File: src/rtl/sigmag_pkg.sv
// Shared types and default widths for the sign/magnitude scan sequencer.
//   scan_state_t : sequencer FSM states
//   sigmag_res_t : {sig, mag} result word written to the result store
package sigmag_pkg;

    localparam int unsigned CH_NUM      = 11;
    localparam int unsigned SEL_W       = 5;
    localparam int unsigned LEN_W       = 25;
    localparam int unsigned CNTR_LENGTH = 24;

    typedef enum logic [2:0] {
        IDLE,
        SEEK,
        CLR,
        ARM,
        WAIT,
        STORE,
        FIN
    } scan_state_t;

    typedef struct packed {
        logic [CNTR_LENGTH-1:0] sig;
        logic [CNTR_LENGTH-1:0] mag;
    } sigmag_res_t;

endpackage

File: src/rtl/sigmag_ch_seek.sv
// Combinational next-enabled-channel search.
// Finds the lowest channel >= from whose mask bit is set.
//   mask    : latched channel-enable mask
//   from    : first channel to consider
//   found_c : an enabled channel exists at or above from
//   next_c  : that channel (equals from when none is found)
module sigmag_ch_seek #(
    parameter int unsigned CH_NUM = 11,
    parameter int unsigned SEL_W  = 5
) (
    input  logic [CH_NUM-1:0] mask,
    input  logic [SEL_W-1:0]  from,
    output logic              found_c,
    output logic [SEL_W-1:0]  next_c
);

    // Priority search from low to high; first hit wins.
    always_comb begin
        found_c = 1'b0;
        next_c  = from;
        for (int unsigned i = 0; i < CH_NUM; i++) begin
            if (!found_c && mask[i] && (SEL_W'(i) >= from)) begin
                found_c = 1'b1;
                next_c  = SEL_W'(i);
            end
        end
    end

endmodule

File: src/rtl/sigmag_scan_ctrl.sv
// Scan sequencer for the sign/magnitude statistics engine: walks the masked
// ADC channels, runs one engine window per channel and writes {sig, mag}
// into the result store at index = channel.
// Ports: pclk/presetn (async active-low); start/abort pulses; ch_mask/length
// latched on an accepted start; meas_* engine handshake; res_we/res_addr/
// res_data result write (res_data laid out as sigmag_res_t); busy; scan_done.
// Build option SIGMAG_SCAN_CONT_EN: scan repeats until abort, scan_done is a
// one-cycle pulse per completed pass. Otherwise single-shot, scan_done sticky.
// SEEK jumps to the next enabled channel in one cycle via sigmag_ch_seek.
module sigmag_scan_ctrl
    import sigmag_pkg::*;
#(
    parameter int unsigned CH_NUM      = sigmag_pkg::CH_NUM,
    parameter int unsigned SEL_W       = sigmag_pkg::SEL_W,
    parameter int unsigned LEN_W       = sigmag_pkg::LEN_W,
    parameter int unsigned CNTR_LENGTH = sigmag_pkg::CNTR_LENGTH
) (
    input  logic                     pclk,
    input  logic                     presetn,
    input  logic                     start,
    input  logic                     abort,
    input  logic [CH_NUM-1:0]        ch_mask,
    input  logic [LEN_W-1:0]         length,
    output logic [SEL_W-1:0]         meas_sel,
    output logic [LEN_W-1:0]         meas_len,
    output logic                     meas_clr,
    input  logic                     meas_done,
    input  logic [CNTR_LENGTH-1:0]   meas_sig,
    input  logic [CNTR_LENGTH-1:0]   meas_mag,
    output logic                     res_we,
    output logic [SEL_W-1:0]         res_addr,
    output logic [2*CNTR_LENGTH-1:0] res_data,
    output logic                     busy,
    output logic                     scan_done
);

    localparam logic [SEL_W-1:0] LAST_CH = SEL_W'(CH_NUM - 1);

    scan_state_t             state_q, state_d;
    logic [SEL_W-1:0]        idx_q, idx_d;
    logic [CH_NUM-1:0]       mask_q, mask_d;
    logic [LEN_W-1:0]        len_q, len_d;
    logic [SEL_W-1:0]        sel_d;
    logic [LEN_W-1:0]        mlen_d;
    logic                    clr_d;
    logic                    we_d;
    logic [SEL_W-1:0]        addr_d;
    logic [2*CNTR_LENGTH-1:0] data_d;
    logic                    busy_d;
    logic                    done_d;
    logic                    seek_found_c;
    logic [SEL_W-1:0]        seek_idx_c;

    sigmag_ch_seek #(
        .CH_NUM (CH_NUM),
        .SEL_W  (SEL_W)
    ) u_seek (
        .mask    (mask_q),
        .from    (idx_q),
        .found_c (seek_found_c),
        .next_c  (seek_idx_c)
    );

    // State and registered outputs.
    always_ff @(posedge pclk or negedge presetn) begin
        if (!presetn) begin
            state_q   <= IDLE;
            idx_q     <= '0;
            mask_q    <= '0;
            len_q     <= '0;
            meas_sel  <= '0;
            meas_len  <= '0;
            meas_clr  <= 1'b0;
            res_we    <= 1'b0;
            res_addr  <= '0;
            res_data  <= '0;
            busy      <= 1'b0;
            scan_done <= 1'b0;
        end else begin
            state_q   <= state_d;
            idx_q     <= idx_d;
            mask_q    <= mask_d;
            len_q     <= len_d;
            meas_sel  <= sel_d;
            meas_len  <= mlen_d;
            meas_clr  <= clr_d;
            res_we    <= we_d;
            res_addr  <= addr_d;
            res_data  <= data_d;
            busy      <= busy_d;
            scan_done <= done_d;
        end
    end

    // Next state; outputs are decoded from the next state so they are
    // registered yet line up with the cycle spent in that state.
    always_comb begin
        state_d = state_q;
        idx_d   = idx_q;
        mask_d  = mask_q;
        len_d   = len_q;
        sel_d   = meas_sel;
        mlen_d  = meas_len;
        addr_d  = res_addr;
        data_d  = res_data;
        done_d  = scan_done;
        clr_d   = 1'b0;
        we_d    = 1'b0;
        busy_d  = 1'b0;

        case (state_q)
            IDLE: begin
                if (start && (length != '0)) begin
                    mask_d  = ch_mask;
                    len_d   = length;
                    idx_d   = '0;
                    done_d  = 1'b0;
                    state_d = SEEK;
                end
            end
            SEEK: begin
                if (seek_found_c) begin
                    idx_d   = seek_idx_c;
                    state_d = CLR;
                end else begin
                    state_d = FIN;
                end
            end
            CLR:  state_d = ARM;
            // A done level left over from the previous window must drop first.
            ARM: begin
                if (!meas_done) begin
                    state_d = WAIT;
                end
            end
            WAIT: begin
                if (meas_done) begin
                    data_d  = {meas_sig, meas_mag};
                    state_d = STORE;
                end
            end
            STORE: begin
                if (idx_q == LAST_CH) begin
                    state_d = FIN;
                end else begin
                    idx_d   = idx_q + SEL_W'(1);
                    state_d = SEEK;
                end
            end
            FIN: begin
`ifdef SIGMAG_SCAN_CONT_EN
                idx_d   = '0;
                state_d = SEEK;
`else
                state_d = IDLE;
`endif
            end
            default: state_d = IDLE;
        endcase

        if (abort) begin
            state_d = IDLE;
            done_d  = 1'b0;
        end

        busy_d = (state_d != IDLE);
        if (state_d == CLR) begin
            clr_d  = 1'b1;
            sel_d  = idx_d;
            mlen_d = len_d;
        end
        if (state_d == STORE) begin
            we_d   = 1'b1;
            addr_d = idx_d;
        end
`ifdef SIGMAG_SCAN_CONT_EN
        done_d = (state_d == FIN);
`else
        if (state_d == FIN) begin
            done_d = 1'b1;
        end
`endif
    end

endmodule

File: config.mk
export PLATFORM = sky130hd
export DESIGN_NAME = sigmag_scan_ctrl
export DESIGN_NICKNAME = d
export VERILOG_FILES = /design/src/rtl/sigmag_pkg.sv /design/src/rtl/sigmag_ch_seek.sv /design/src/rtl/sigmag_scan_ctrl.sv
export SDC_FILE = /design/constraint.sdc
export NUM_CORES = 1
export LEC_CHECK = 0
export CAP_MARGIN = 20
export CORE_MARGIN = 3
export CORE_UTILIZATION = 47
export DETAILED_ROUTE_END_ITERATION = 6
export MAX_ROUTING_LAYER = met4
export PLACE_DENSITY = 0.83
export SETUP_SLACK_MARGIN = 0.2
export SLEW_MARGIN = 20
export SYNTH_ARGS = -nofsm -noshare
export SYNTH_HDL_FRONTEND = slang
export SYNTH_SLANG_ARGS = --single-unit
File: constraint.sdc
create_clock -name pclk -period 3.6 [get_ports pclk]
set_input_delay 0.9 -clock pclk [delete_from_list [all_inputs] [get_ports pclk]]
set_output_delay 0.9 -clock pclk [all_outputs]
set_load 0.005 [all_outputs]
==> results.toml <==
[setup_path]
crit_required_ns = 3.89
r2r-start = "idx_q[2]"
start_kind = "register"
r2r_slack_ns = 0.44
reg2regPathDepth = 7
worstSetupPathType = "register to register"
end_kind = "register"
crit_fanout = 29
regToRegEndpoint = "meas_len[17]"
cp.arrival_ns = 3.45

[detailed_routing]
drtIter0Drc = 225
drt-pass1-iter-count = 4
wl_per_cell_microns = 19.6
dr_total_vias = 4109
viasPerCell = 5.51
drcViolationCount = 0
finalWirelength_microns = 14600
antenna_left = 0

[layout]
layout_common_cells = "clkdlybuf4s50_1, dfrtp_1, mux2_2, clkbuf_16"
regArea_sq_um = 3280
nFillCells = 813
final_area_sq_um = 8120
syn_to_final_growth_pct = 43.7
nNetsFinal = 683
layout_commonest_cell = "clkdlybuf4s50_1"
final_core_util_pct = 70.2
drive_above_1_share_pct = 26.9
num_antenna_cells = 0
multi_input_area_sq_um = 2250

[timing]
clock.fmax_mhz = 317
finalCriticalPeriod_ns = 3.16
slew_violations = 0
setup_violations = 0
relSlewSlack_pct = 53.2
hold_viol_final = 0
period_share_pct = 87.6
tns_ns = 0
tightest_slew_ns = 0.701
skew_ns = 0.00634
final.setup.worst_slack_ns = 0.445
rsz0062_at_grt = "false"

[synthesis]
ys_warn_count = 0
synth-seq-cells = 131
synthesis.nets = 503
synth_ff_type = "dfrtp_1"
mappedNetlistArea_sq_um = 5650
synth_edf_count = 0
synth_cells = 411
yosys.cell_types.count = 58
async_flop_share_pct = 100
syn_area_per_cell_sq_um = 13.8
seq_area_frac_synth_pct = 58.0

[power_and_ir_drop]
peakVddDrop_v = 0.000449
p_per_area_nw_per_um2 = 697
p_leak_nw = 3.43

[clocking]
clkSinkCount = 131
insertion_delay_ns = 0.41
post_cts_resized = 0
clockRootBuffer = "clkbuf_16"
postCtsHoldBufs = 0
cts_buffer_depth = 2
cts_max_level = 4
clkTransAtPathRegs_ns = 0.05
cts_tree = "done"
cts_setup_buffers = 0
cts_inserted_buffers = 17

[grt]
grt_max_degree = 92
grt_pass1_vias = 4476
grt_pass1_wl_microns = 23200
antenna_found_initial = 0
grt_usage_pct = 23.6
overflow = 0

[status]
outcome = "finished, final reports clean"

[placed_design]
placement.io_buffers = 175
preCtsSetupSlack_ns = 0.384
gp_congestion = 0.933
dp_hpwl_microns = 10500
placed_area_sq_um = 7540

[floorplan]
die_x_microns = 116
core_area_sq_um = 11600
row_count = 39
dieArea_sq_um = 13400
start_util_pct = 48.9
die_h_microns = 116
ios = 176

[min_path]
hp-class = "input port to async pin"

[run]
cap_violations = 0
[metal layers]
metal,vias to the layer above,track usage (%),routed length [microns]
met5,-,-,0
met4,0,7.04,260
met3,24,9.87,1250
met2,179,38.2,7550
met1,2036,27.0,5570
li1,1870,-,-
[Yosys cell counts (2+ instances only)]
cell / count / area share [%]
dfrtp_1: 131 / 58
mux2_2: 107 / 21
nand2_1: 12 / 0.80
nor2_1: 12 / 0.80
mux2_4: 9 / 2.4
o21ai_0: 9 / 0.80
clkbuf_1: 8 / 0.53
a21oi_1: 7 / 0.62
inv_1: 7 / 0.46
nand3_1: 7 / 0.62
nor3_1: 7 / 0.62
buf_2: 6 / 0.53
a31oi_1: 5 / 0.55
nand2b_1: 5 / 0.55
nor4_1: 5 / 0.55
nor3b_1: 4 / 0.53
o31ai_1: 4 / 0.53
or4_1: 4 / 0.53
a21o_1: 3 / 0.40
and3_1: 3 / 0.33
buf_1: 3 / 0.20
ha_1: 3 / 0.66
nand4_1: 3 / 0.33
o21a_1: 3 / 0.40
a32o_1: 2 / 0.35
and2_1: 2 / 0.22
buf_6: 2 / 0.40
mux2i_1: 2 / 0.35
nand3b_1: 2 / 0.27
nor2b_1: 2 / 0.22
nor4b_1: 2 / 0.31
o21bai_1: 2 / 0.27
o311ai_0: 2 / 0.31
o32ai_1: 2 / 0.31
[per-stage QoR]
step                hold slack [ns]  std cells  total power (W)
global placement              0.473        715          0.00391
finish                        0.464        746          0.00566
global route                  0.486        746          0.00594
floorplan                     0.468        411          0.00292
detailed placement            0.478        715          0.00399
CTS                           0.471        746          0.00571
[worst max path at each step]
stage,start,end,depth (start not counted)
floorplan,idx_q[0],meas_len[18],12
global placement,length[10],res_addr[1],7
detailed placement,length[10],res_addr[3],7
CTS,idx_q[2],meas_len[17],7
global route,idx_q[2],meas_len[17],7
finish,idx_q[2],meas_len[17],7
[logic make-up after synthesis]
family	share of synthesized area, %
flops	58.0
fa+ha+maj	0.664
mux	24.1
buf+inv	2.32
xor+xnor	0.155
simple gates	8.08
compound gates	6.71
[sequential cells by signal (all words and copies together), names as in the netlist]
register / flops
meas_len: 25
res_we: 1
meas_sel: 5
state_q: 3
len_q: 25
mask_q: 11
meas_clr: 1
res_addr: 5
idx_q: 5
busy: 1
res_data: 48
scan_done: 1
[critical path, cell delays in order, from the launching register on]
cell	delay [ns]
dfrtp_1	0.56
nor3_1	0.53
a32o_1	0.29
nand2b_1	0.30
nor4_4	0.11
or2_1	0.28
inv_2	0.53
mux2_2	0.42
[report_power, final]
group	internal [W]	switching, W
clock network	0.00107	0.000615
logic	0.00115	0.000622
registers	0.00194	0.000271
[cell type report]
cell class	instances	share of cell area (%)
sequential	131	40.4
multi-input combinational	252	27.7
timing repair buffer	181	22.3
clock buffer	22	5.84
tap	143	2.20
clock inverter	9	1.28
inverter	8	0.370
Note: power is estimated with default switching activity, not from simulation.
